$ cat src/rtl/sd_cmd_framer_if.sv
// Bundle between the SD command framer, the init/read sequencer and the SPI byte shifter.
// The master modport is the framer's view of the bundle; the slave modport is the other end.
interface sd_cmd_framer_if;
    logic        cmd_start;
    logic [5:0]  cmd_index;
    logic [31:0] cmd_arg;
    logic        busy;
    logic        done;
    logic [7:0]  r1;
    logic        timeout;
    logic        cs_n;
    logic        spi_tx_valid;
    logic [7:0]  spi_tx_byte;
    logic        spi_byte_done;
    logic [7:0]  spi_rx_byte;
    logic        spi_idle;

    modport master (
        input  cmd_start, cmd_index, cmd_arg, spi_byte_done, spi_rx_byte, spi_idle,
        output busy, done, r1, timeout, cs_n, spi_tx_valid, spi_tx_byte
    );
    modport slave (
        output cmd_start, cmd_index, cmd_arg, spi_byte_done, spi_rx_byte, spi_idle,
        input  busy, done, r1, timeout, cs_n, spi_tx_valid, spi_tx_byte
    );
endinterface

$ cat src/rtl/sd_cmd_framer.sv
// SD SPI-mode command engine: sends lead 0xFF bytes, a 6-byte CRC7 frame, polls for R1,
// sends one trailing 0xFF and releases chip-select once the shifter is idle.
module sd_cmd_framer #(
    parameter int LEAD_FF  = 1,
    parameter int MAX_POLL = 8
) (
    input  logic            clock,
    input  logic            reset,
    sd_cmd_framer_if.master bus
);
    typedef enum logic [2:0] {S_IDLE, S_LEAD, S_FRAME, S_POLL, S_TRAIL, S_DRAIN, S_FIN} state_t;

    localparam logic [7:0] LEAD_LAST = 8'((LEAD_FF > 0) ? LEAD_FF - 1 : 0);
    localparam logic [7:0] POLL_LAST = 8'(MAX_POLL - 1);

    state_t      r_state, w_state;
    logic [47:0] r_frame, w_frame;
    logic [7:0]  r_cnt, w_cnt;
    logic        r_busy, w_busy, r_done, w_done, r_timeout, w_timeout;
    logic        r_cs_n, w_cs_n, r_tx_valid, w_tx_valid;
    logic [7:0]  r_r1, w_r1, r_tx_byte, w_tx_byte;
    logic [7:0]  w_b0;
    logic [47:0] w_new_frame;

    // Bit-serial CRC7 (x^7 + x^3 + 1), MSB first, zero seed.
    function automatic logic [6:0] crc7(input logic [39:0] d);
        logic [6:0] c;
        logic       fb;
        c = '0;
        for (int i = 39; i >= 0; i--) begin
            fb = d[i] ^ c[6];
            c  = {c[5:0], 1'b0};
            if (fb) c = c ^ 7'h09;
        end
        return c;
    endfunction

    assign w_b0        = {2'b01, bus.cmd_index};
    assign w_new_frame = {w_b0, bus.cmd_arg, crc7({w_b0, bus.cmd_arg}), 1'b1};

    always_ff @(posedge clock or posedge reset) begin
        if (reset) begin
            r_state    <= S_IDLE;
            r_frame    <= '0;
            r_cnt      <= '0;
            r_busy     <= 1'b0;
            r_done     <= 1'b0;
            r_r1       <= 8'hFF;
            r_timeout  <= 1'b0;
            r_cs_n     <= 1'b1;
            r_tx_valid <= 1'b0;
            r_tx_byte  <= 8'hFF;
        end else begin
            r_state    <= w_state;
            r_frame    <= w_frame;
            r_cnt      <= w_cnt;
            r_busy     <= w_busy;
            r_done     <= w_done;
            r_r1       <= w_r1;
            r_timeout  <= w_timeout;
            r_cs_n     <= w_cs_n;
            r_tx_valid <= w_tx_valid;
            r_tx_byte  <= w_tx_byte;
        end
    end

    // The head of r_frame is always the next frame byte to hand to the shifter.
    always_comb begin
        w_state    = r_state;
        w_frame    = r_frame;
        w_cnt      = r_cnt;
        w_busy     = r_busy;
        w_done     = r_done;
        w_r1       = r_r1;
        w_timeout  = r_timeout;
        w_cs_n     = r_cs_n;
        w_tx_valid = r_tx_valid;
        w_tx_byte  = r_tx_byte;
        case (r_state)
            S_IDLE: if (bus.cmd_start) begin
                w_busy     = 1'b1;
                w_cs_n     = 1'b0;
                w_tx_valid = 1'b1;
                w_cnt      = '0;
                if (LEAD_FF > 0) begin
                    w_frame   = w_new_frame;
                    w_tx_byte = 8'hFF;
                    w_state   = S_LEAD;
                end else begin
                    w_frame   = {w_new_frame[39:0], 8'h00};
                    w_tx_byte = w_new_frame[47:40];
                    w_state   = S_FRAME;
                end
            end
            S_LEAD: if (bus.spi_byte_done) begin
                if (r_cnt == LEAD_LAST) begin
                    w_tx_byte = r_frame[47:40];
                    w_frame   = {r_frame[39:0], 8'h00};
                    w_cnt     = '0;
                    w_state   = S_FRAME;
                end else begin
                    w_cnt = r_cnt + 8'd1;
                end
            end
            S_FRAME: if (bus.spi_byte_done) begin
                if (r_cnt == 8'd5) begin
                    w_tx_byte = 8'hFF;
                    w_cnt     = '0;
                    w_state   = S_POLL;
                end else begin
                    w_tx_byte = r_frame[47:40];
                    w_frame   = {r_frame[39:0], 8'h00};
                    w_cnt     = r_cnt + 8'd1;
                end
            end
            S_POLL: if (bus.spi_byte_done) begin
                if (!bus.spi_rx_byte[7]) begin
                    w_r1      = bus.spi_rx_byte;
                    w_timeout = 1'b0;
                    w_state   = S_TRAIL;
                end else if (r_cnt >= POLL_LAST) begin
                    w_r1      = 8'hFF;
                    w_timeout = 1'b1;
                    w_state   = S_TRAIL;
                end else if (r_cnt != 8'hFF) begin
                    w_cnt = r_cnt + 8'd1;
                end
            end
            S_TRAIL: if (bus.spi_byte_done) begin
                w_tx_valid = 1'b0;
                w_state    = S_DRAIN;
            end
            S_DRAIN: if (bus.spi_idle) begin
                w_cs_n  = 1'b1;
                w_done  = 1'b1;
                w_state = S_FIN;
            end
            S_FIN: begin
                w_done  = 1'b0;
                w_busy  = 1'b0;
                w_state = S_IDLE;
            end
            default: w_state = S_IDLE;
        endcase
    end

    assign bus.busy         = r_busy;
    assign bus.done         = r_done;
    assign bus.r1           = r_r1;
    assign bus.timeout      = r_timeout;
    assign bus.cs_n         = r_cs_n;
    assign bus.spi_tx_valid = r_tx_valid;
    assign bus.spi_tx_byte  = r_tx_byte;
endmodule

$ cat src/flat_wrapper.sv
// flat-port wrapper written by rule: the top's interface ports become plain ports
module sd_cmd_framer_flat 
#(
    parameter int LEAD_FF  = 1,
    parameter int MAX_POLL = 8
)
  (clock, reset, bus_cmd_start, bus_cmd_index, bus_cmd_arg, bus_spi_byte_done, bus_spi_rx_byte, bus_spi_idle, bus_busy, bus_done, bus_r1, bus_timeout, bus_cs_n, bus_spi_tx_valid, bus_spi_tx_byte);
  sd_cmd_framer_if bus_i ();
  input  logic clock;
  input  logic reset;
  input wire logic [$bits(bus_i.cmd_start)-1:0] bus_cmd_start;
  input wire logic [$bits(bus_i.cmd_index)-1:0] bus_cmd_index;
  input wire logic [$bits(bus_i.cmd_arg)-1:0] bus_cmd_arg;
  input wire logic [$bits(bus_i.spi_byte_done)-1:0] bus_spi_byte_done;
  input wire logic [$bits(bus_i.spi_rx_byte)-1:0] bus_spi_rx_byte;
  input wire logic [$bits(bus_i.spi_idle)-1:0] bus_spi_idle;
  output wire logic [$bits(bus_i.busy)-1:0] bus_busy;
  output wire logic [$bits(bus_i.done)-1:0] bus_done;
  output wire logic [$bits(bus_i.r1)-1:0] bus_r1;
  output wire logic [$bits(bus_i.timeout)-1:0] bus_timeout;
  output wire logic [$bits(bus_i.cs_n)-1:0] bus_cs_n;
  output wire logic [$bits(bus_i.spi_tx_valid)-1:0] bus_spi_tx_valid;
  output wire logic [$bits(bus_i.spi_tx_byte)-1:0] bus_spi_tx_byte;
  assign bus_i.cmd_start = bus_cmd_start;
  assign bus_i.cmd_index = bus_cmd_index;
  assign bus_i.cmd_arg = bus_cmd_arg;
  assign bus_i.spi_byte_done = bus_spi_byte_done;
  assign bus_i.spi_rx_byte = bus_spi_rx_byte;
  assign bus_i.spi_idle = bus_spi_idle;
  assign bus_busy = bus_i.busy;
  assign bus_done = bus_i.done;
  assign bus_r1 = bus_i.r1;
  assign bus_timeout = bus_i.timeout;
  assign bus_cs_n = bus_i.cs_n;
  assign bus_spi_tx_valid = bus_i.spi_tx_valid;
  assign bus_spi_tx_byte = bus_i.spi_tx_byte;
  sd_cmd_framer #(.LEAD_FF(LEAD_FF), .MAX_POLL(MAX_POLL)) u_core (.clock(clock), .reset(reset), .bus(bus_i));
endmodule
$ cat config.mk
export PLATFORM = sky130hd
export DESIGN_NAME = sd_cmd_framer_flat
export DESIGN_NICKNAME = d
export VERILOG_FILES = /design/src/rtl/sd_cmd_framer_if.sv /design/src/rtl/sd_cmd_framer.sv /design/src/flat_wrapper.sv
export SDC_FILE = /design/constraint.sdc
export NUM_CORES = 1
export LEC_CHECK = 0
export ABC_AREA = 1
export CAP_MARGIN = 20
export CELL_PAD_IN_SITES_DETAIL_PLACEMENT = 0
export CELL_PAD_IN_SITES_GLOBAL_PLACEMENT = 2
export CORE_ASPECT_RATIO = 1.5
export CORE_MARGIN = 5
export CORE_UTILIZATION = 28
export CTS_CLUSTER_SIZE = 12
export DETAILED_ROUTE_END_ITERATION = 16
export PLACE_DENSITY = 0.86
export RECOVER_POWER = 100
export SLEW_MARGIN = 20
export SYNTH_ARGS = -nofsm -noshare
export SYNTH_HDL_FRONTEND = slang
export SYNTH_SLANG_ARGS = --single-unit
$ cat constraint.sdc
create_clock -name clock -period 2.25 [get_ports clock]
set_input_delay 0.3375 -clock clock [delete_from_list [all_inputs] [get_ports clock]]
set_output_delay 0.3375 -clock clock [all_outputs]
set_load 0.1 [all_outputs]
Yosys cells after proc, flatten, opt, wreduce, memory -nomap -nowiden
Index checks and enable logic that the tools add are counted.
{"block": "classes", "addsub": 1, "magnitude_cmp": 1, "n_eq_ne": 22, "muxes": 83, "n_bitwise": 74, "reduce_logical": 17}
{"operator": "$mux W48", "count": 5}
{"operator": "$mux W4", "count": 38}
{"operator": "$pmux W48 S3", "count": 1}
{"operator": "$mux W8", "count": 16}
{"operator": "$not A2 Y2", "count": 37}
{"operator": "$xor A1 B1 Y1", "count": 34}
{"operator": "$pmux W8 S4", "count": 1}
{"operator": "$mux W3", "count": 10}
{"operator": "$pmux W8 S3", "count": 1}
{"operator": "$ne A2 B2 Y1 const B", "count": 9}
{"operator": "$pmux W3 S6", "count": 1}
{"operator": "$eq A3 B3 Y1 const B", "count": 3}
{"operator": "$reduce_and A3 Y1", "count": 3}
{"operator": "$reduce_and A9 Y1", "count": 1}
{"operator": "$add A8 B1 Y8 const B", "count": 1}
{"operator": "$eq A8 B3 Y1 const B", "count": 1}
{"operator": "$ge A8 B3 Y1 const B", "count": 1}
{"operator": "$logic_not A8 Y1", "count": 1}
{"operator": "$ne A2 B1 Y1 const B", "count": 4}
{"operator": "$ne A8 B8 Y1 const B", "count": 1}
{"operator": "$pmux W1 S2", "count": 4}
{"operator": "$reduce_and A8 Y1", "count": 1}
{"operator": "$reduce_bool A2 Y1", "count": 4}
{"operator": "$eq A3 B2 Y1 const B", "count": 2}
{"operator": "10 further kinds", "count": 18}
{"block": "word_totals", "regBits": 80, "elab_cells": 208}

Depth between registers and ports, before layout
{"block": "logic_depth", "word_depth": 77, "mapped_depth": 28, "mapped_depth_nobuf": 28}

Worst setup path before layout
No wires, ideal clock.
{"block": "synth_timing", "kind": "in2reg", "from": "input bus_cmd_index[5]", "to": "register u_core.r_frame[4]", "setup_time_ns": 0.118, "arrival_ns": 2.027, "required_time_ns": 2.132, "slack_ns": 0.105, "cell_stages": 25, "path_buffers": 1, "path_cell_list": "buf_6 > nand2_1 > inv_1 > nor2_1 > nand2_2 > nand2_2 > nand2_2 > nand2_2 > nand2_1 > nand2_2 > nand2_1 > nand2_2 > nand2_2 > nand2_1 > nand2_1 > nand2_2 > nand2_1 > nand2_1 > nand2_1 > nand2_1 > nand2_1 > nand2_1 > nand2_1 > nand3_1 > nand2_1"}
{"block": "synth_via", "elab_chain_len": 29}
{"element": "start, declared", "line_no": "flat_wrapper.sv:12", "rtl": "input wire logic [$bits(bus_i.cmd_index)-1:0] bus_cmd_index;"}
{"element": "$mux W4 (*)", "line_no": "sd_cmd_framer.sv:33", "rtl": "if (fb) c = c ^ 7'h09;"}
{"element": "$xor A1 B1 Y1 / $mux W4 (equally long branches)", "line_no": "sd_cmd_framer.sv:31, sd_cmd_framer.sv:33"}
{"element": "$mux W4", "line_no": "sd_cmd_framer.sv:33"}
{"element": "$xor A1 B1 Y1, or another cell as far along", "line_no": "sd_cmd_framer.sv:31", "rtl": "fb = d[i] ^ c[6];"}
{"element": "$mux W4", "line_no": "sd_cmd_framer.sv:33"}
{"element": "$xor A1 B1 Y1, or another cell as far along", "line_no": "sd_cmd_framer.sv:31"}
{"element": "$mux W4", "line_no": "sd_cmd_framer.sv:33"}
{"element": "$xor A1 B1 Y1, or another cell as far along", "line_no": "sd_cmd_framer.sv:31"}
{"element": "[... 13 more ...]"}
{"element": "$xor A1 B1 Y1, or another cell as far along", "line_no": "sd_cmd_framer.sv:31"}
{"element": "$mux W4", "line_no": "sd_cmd_framer.sv:33"}
{"element": "$mux W4, or another cell as far along", "line_no": "sd_cmd_framer.sv:33"}
{"element": "$mux W4", "line_no": "sd_cmd_framer.sv:33"}
{"element": "$not A2 Y2 (no source line) / $xor A1 B1 Y1 (equally long branches)"}
{"element": "$mux W4 (*)", "line_no": "sd_cmd_framer.sv:33"}
{"element": "$mux W48 (*)", "line_no": "sd_cmd_framer.sv:80", "rtl": "S_IDLE: if (bus.cmd_start) begin"}
{"element": "$pmux W48 S3 (*)", "line_no": "sd_cmd_framer.sv:79", "rtl": "case (r_state)"}
{"element": "end signal, assigned", "line_no": "sd_cmd_framer.sv:55", "rtl": "r_frame <= w_frame;"}
{"element": "end, declared", "line_no": "sd_cmd_framer.sv:17", "rtl": "logic [47:0] r_frame, w_frame;"}
Mark *: on every way between the ends. The rest lies on a longest branch, timed or not. The select of a mux whose other input is x is not followed.
A chain may end at the register's enable or synchronous reset.

Worst setup path in the final report
{"block": "layout_timing", "from": "input bus_cmd_index[0]", "to": "register u_core.r_frame[5]"}
{"block": "layout_via", "elab_chain_len": 32}
{"element": "$xor A1 B1 Y1 (*)", "line_no": "sd_cmd_framer.sv:31"}
{"element": "$mux W4 (*)", "line_no": "sd_cmd_framer.sv:33"}
{"element": "$mux W4 (2 in a row)", "line_no": "sd_cmd_framer.sv:33"}
{"element": "$not A2 Y2 (no source line)"}
{"element": "$mux W4", "line_no": "sd_cmd_framer.sv:33"}
{"element": "$xor A1 B1 Y1", "line_no": "sd_cmd_framer.sv:31"}
{"element": "$mux W4 (3 in a row)", "line_no": "sd_cmd_framer.sv:33"}
{"element": "$not A2 Y2 (no source line)"}
{"element": "[... 11 more ...]"}
{"element": "$not A2 Y2 (no source line)"}
{"element": "$mux W4", "line_no": "sd_cmd_framer.sv:33"}
{"element": "$xor A1 B1 Y1", "line_no": "sd_cmd_framer.sv:31"}
{"element": "$mux W4 (3 in a row)", "line_no": "sd_cmd_framer.sv:33"}
{"element": "$not A2 Y2 (no source line)"}
{"element": "$mux W4 (*)", "line_no": "sd_cmd_framer.sv:33"}
{"element": "$mux W48 (*)", "line_no": "sd_cmd_framer.sv:80"}
{"element": "$pmux W48 S3 (*)", "line_no": "sd_cmd_framer.sv:79"}
Marks and branches as above.

==> impl_results.md <==
- Run status: finished clean
- Gate count after technology mapping: around 760
- Number of sinks driven by the clock tree: 80
- Cts bufs inserted: 9
- Average vias per placed instance: 4.44
- Setup slack after placement: -686 ps
- Placeable core region: roughly 0.018 sq mm
- CP startpoint kind: input port
- Number of max-cap violations: 0
- Number of placed instances with taps included: ~1100
- Via count of the first global-routing pass: between 4000 and 5000
- Simple-gate share of the synthesized area: 0.344
- Synth top area share: 0.305
- Final Cell Area: 0.00713 sq mm
- Largest voltage drop on the vdd net: around 0.47 mV
- Clock network fraction of design power: 0.152
- Startpoint-to-endpoint class of the critical path: in -> reg
- Routed wirelength normalized by instance count: 12.8 microns
- Worst path setup slack after routing: 155 ps
- Number of cells on the worst reg-to-reg path: 11
- Pin count of the biggest net entering global routing: 64
- Biggest fanout along the worst timing path: 4
- TritonCTS clock tree: yes
- Final period util: 0.931
- Number of antenna violations at the first check in global routing: 0
- Crit-path slowest cell: sky130_fd_sc_hd__xor2_2
- Share of flip-flops with an asynchronous set or reset: 1.00
- Height of the die: between 150 and 200 microns
- Syn nets: roughly 810
- Xor-xnor portion of the synthesized cell area: 0.0167
- Warnings, synthesis: 0
- Wire length of the first global-routing pass: between 20000 and 25000 microns
- Horizontal die dimension: 121 microns
- WHS: 329 ps
- Worst path top cell family by delay: simple AND/OR/NAND/NOR gates
- Minimum clock period: 2100 ps
- Non-filler cells, final: 1119
- Weighted congestion reported at the end of routability-driven placement: roughly 0.8
- Synth Area in Adders: 0.00726
- Clk_lat worst skew: approximately 330 ps
- Sequential share of power: 0.247
- Setup violation total in the final timing report: 0
- Number of antenna-violating nets in the routed design: 0
- Most used flip-flop cell after synthesis: sky130_fd_sc_hd__dfrtp_1
- PortBufs: 71
- Number of levels in the clock H-tree: 3
- Crit path required time: roughly 2500 ps
- Data arrival time of the worst path: 2320 ps
- Internal power: roughly 5.0 mW
- Setup repair after global routing missed its margin: true
- Top cell type by total area after synthesis: sky130_fd_sc_hd__dfrtp_1
- Via count: around 5000
- Biggest area contributors in the synthesized netlist: sky130_fd_sc_hd__dfrtp_1 30%, sky130_fd_sc_hd__nand2_1 17%, sky130_fd_sc_hd__dfstp_2 8.6%
- Leading post-synthesis cells by instance count: 235 x sky130_fd_sc_hd__nand2_1, 102 x sky130_fd_sc_hd__inv_1, 77 x sky130_fd_sc_hd__o21ai_0
- Number of enable-type register cells in the synthesized netlist: 0
- Total net switching power: 5.20 mW
- Class of the tightest hold or removal check: in -> reg
- Slew @ Worst Pin: approximately 1200 ps
- Number of optimization iterations in the first detailed-route pass: 5
- Crit path top cell by count: sky130_fd_sc_hd__nand2_2
- Overall power after layout: a little over 10 mW
- Netlist Area Pre-Place: between 0.005 and 0.006 sq mm
- Cell area reported after detailed placement: 0.00637 sq mm
- Dominant combinational cell family by area after synthesis: simple AND/OR/NAND/NOR gates
- Count of different cell masters after synthesis: 32
- Power per standard cell area: 1430 mW/mm^2
- Total global routing overflow: 0
- Post-Syn Area per Cell: about 6.8 sq um
- Total routed wirelength: between 10000 and 15000 microns
- Number of placement rows: 61
- Most frequent cell after synthesis: sky130_fd_sc_hd__nand2_1
- Starting density of the core: 0.281
- Clock slew seen by the registers of the worst setup and hold paths: around 60 ps
- Post-synthesis to final-layout area growth: 37.9%
- Total of hold buffers inserted after clock tree synthesis: 0
- Met2 Usage GRT: 0.253
- Maximum buffer depth of the clock tree: 2
- Synthesis-stage register bit count: 80
- Compound-gate portion of the synthesized area: 0.136
- Global route hottest layer: met2
- Hold Vio Cnt, Final: 0
- DRC violations left: 0
- Max-slew violation count: 0
- Number of buffers and inverters on the critical path: 4
- Max Clock Skew: around 6.4 ps
- Endpoint kind of the worst setup timing path: flop
- Initial DRC Count: between 200 and 250
- Portion of the post-synthesis area used by sequential elements: 0.391
- Root Buffer: sky130_fd_sc_hd__clkbuf_16
- Sum of net half-perimeters after detailed placement: about 11000 microns
- Switching share of total power: 0.509
- Worst rel slew slack: 0.202
- Leak pwr: about 3.5 nW
- Boundary Pins: 72
- Die Footprint: 0.0213 sq mm
- Series of cell instances along the critical path: buf_4 -> inv_2 -> nand2_2 -> nand2_2 -> nand2_4 -> nand2_4 -> nand2_2 -> nand2_4 -> xor2_2 -> nand3_2 -> nand2_4 -> inv_2 -> nand2_2 -> nand2_2 -> nand2_2 -> nand2_2 -> nand2_2 -> nand2_2 -> inv_2 -> nand2_2 -> nand2_2 -> nand2_1 -> nand3_1 -> nand2_1
- Mux cell area share after synthesis: 0
- Worst hold path depth: 3
- Max Freq: 477 MHz
- Met1 Resource Use GR: 0.164
- Met3 Track Usage GR: 0.0189
- All-layer global routing usage: 0.137
- Total number of nets in the final design: between 900 and 1000
- Part of the power in combinational logic: 0.601
- N_diodes: 0
- Ratio of cells with drive above 1 in the final layout: 0.328
- Cell count along the critical path: 24
- Biggest cell delay along the critical path: 170 ps
## worst reg2reg max path, delay by kind of cell (launching register included)
family	cells	cell delay, ps
buffers and inverters	4	450
and+or+nand+nor	4	560
AOI/OAI and AO/OA	3	430
DFF	1	440
## cell usage in the layout (no fill, tap or decap), drive strengths merged
master | Yosys | final
clkinv | 0 | 1
a31oi | 8 | 8
ha | 3 | 3
inv | 121 | 120
dfrtp | 63 | 63
xor2 | 4 | 4
nand3 | 50 | 50
clkdlybuf4s50 | 0 | 30
xnor2 | 5 | 5
and2 | 1 | 1
a21oi | 14 | 14
nor2 | 52 | 52
clkinvlp | 0 | 1
bufinv | 0 | 2
dfstp | 17 | 17
dlygate4sd3 | 0 | 1
dlymetal6s2s | 0 | 3
nand3b | 7 | 7
clkdlybuf4s15 | 0 | 1
nor3b | 3 | 3
nand2 | 281 | 281
nor3 | 5 | 5
a21boi | 1 | 1
a211oi | 1 | 1
nand4 | 2 | 2
a2bb2oi | 1 | 1
o21ai | 77 | 77
dlygate4sd2 | 0 | 1
o211ai | 22 | 22
clkbuf | 17 | 42
buf | 3 | 47
o2111ai | 1 | 1
## stage by stage
| stage | TNS, ps | utilization |
|---|---|---|
| finish | 0 | 0.388 |
| global route | -138 | 0.388 |
| CTS | 0 | 0.366 |
| detailed placement | -4640 | 0.346 |
| global placement | -4700 | 0.346 |
| floorplan | 0 | - |
## routing by layer
layer	up-vias	share of wire	routed length, microns
li1	2594	-	-
met1	2298	0.43	6170
met2	56	0.53	7610
met3	15	0.021	303
met4	0	0.013	190
met5	-	0	0
## registers in the layout, summed over array words and instances (netlist names)
signal / flops
u_core.r_frame: 48
u_core.bus.r1: 8
u_core.bus.spi_tx_byte: 8
u_core.r_cnt: 8
u_core.r_state: 3
u_core.bus.busy: 1
u_core.bus.cs_n: 1
u_core.bus.done: 1
u_core.bus.spi_tx_valid: 1
u_core.bus.timeout: 1
## logic make-up (layout without fill, tap and decap cells)
kind of cell               count (synthesis)  count (layout)
and+or+nand+nor                          401             401
adders and majority gates                  3               3
xor gates and xnor gates                   9               9
AOI/OAI and AO/OA                        125             125
buffers and inverters                    141             249
DFF                                       80              80
## repair_timing
action,4_1_cts,5_1_grt
buffers inserted,0,4
pin swaps,8,78
gates cloned,0,0
resized for setup,42,192
endpoints found under the setup margin,7,31
## power by group through the flow
stage | Combinational (mW) | Clock [mW] | Sequential [mW]
4_1_cts | 6.04 | 1.61 | 2.53
5_1_grt | 6.90 | 1.65 | 2.61
3_5_place_dp | 5.99 | 0 | 2.56
6_report | 6.14 | 1.56 | 2.52
2_1_floorplan | 3.17 | 0 | 3.78
3_3_place_gp | 5.96 | 0 | 2.55
## final timing paths
check,startpoint,end,slack (ps)
worst max-delay path,bus_cmd_index[0],u_core.r_frame[5],150
worst min-delay path,bus_cmd_index[3],u_core.r_frame[43],330
worst max register to register,u_core.r_state[2],u_core.r_frame[15],230
worst min register to register,u_core.bus.spi_tx_byte[1],u_core.bus.spi_tx_byte[1],480
max in group asynchronous,reset,u_core.bus.done,650
min in group asynchronous,reset,u_core.r_frame[32],520
## area by class of cell
| class | instances | area, sq um |
|---|---|---|
| clock inverter | 3 | 65.1 |
| sequential | 80 | 2020 |
| inverter | 121 | 463 |
| multi-input combinational | 538 | 3110 |
| clock buffer | 13 | 250 |
| fill | 2032 | 11300 |
| timing repair buffer | 112 | 906 |
| tap | 252 | 315 |
Note: power is estimated with default switching activity, not from simulation.
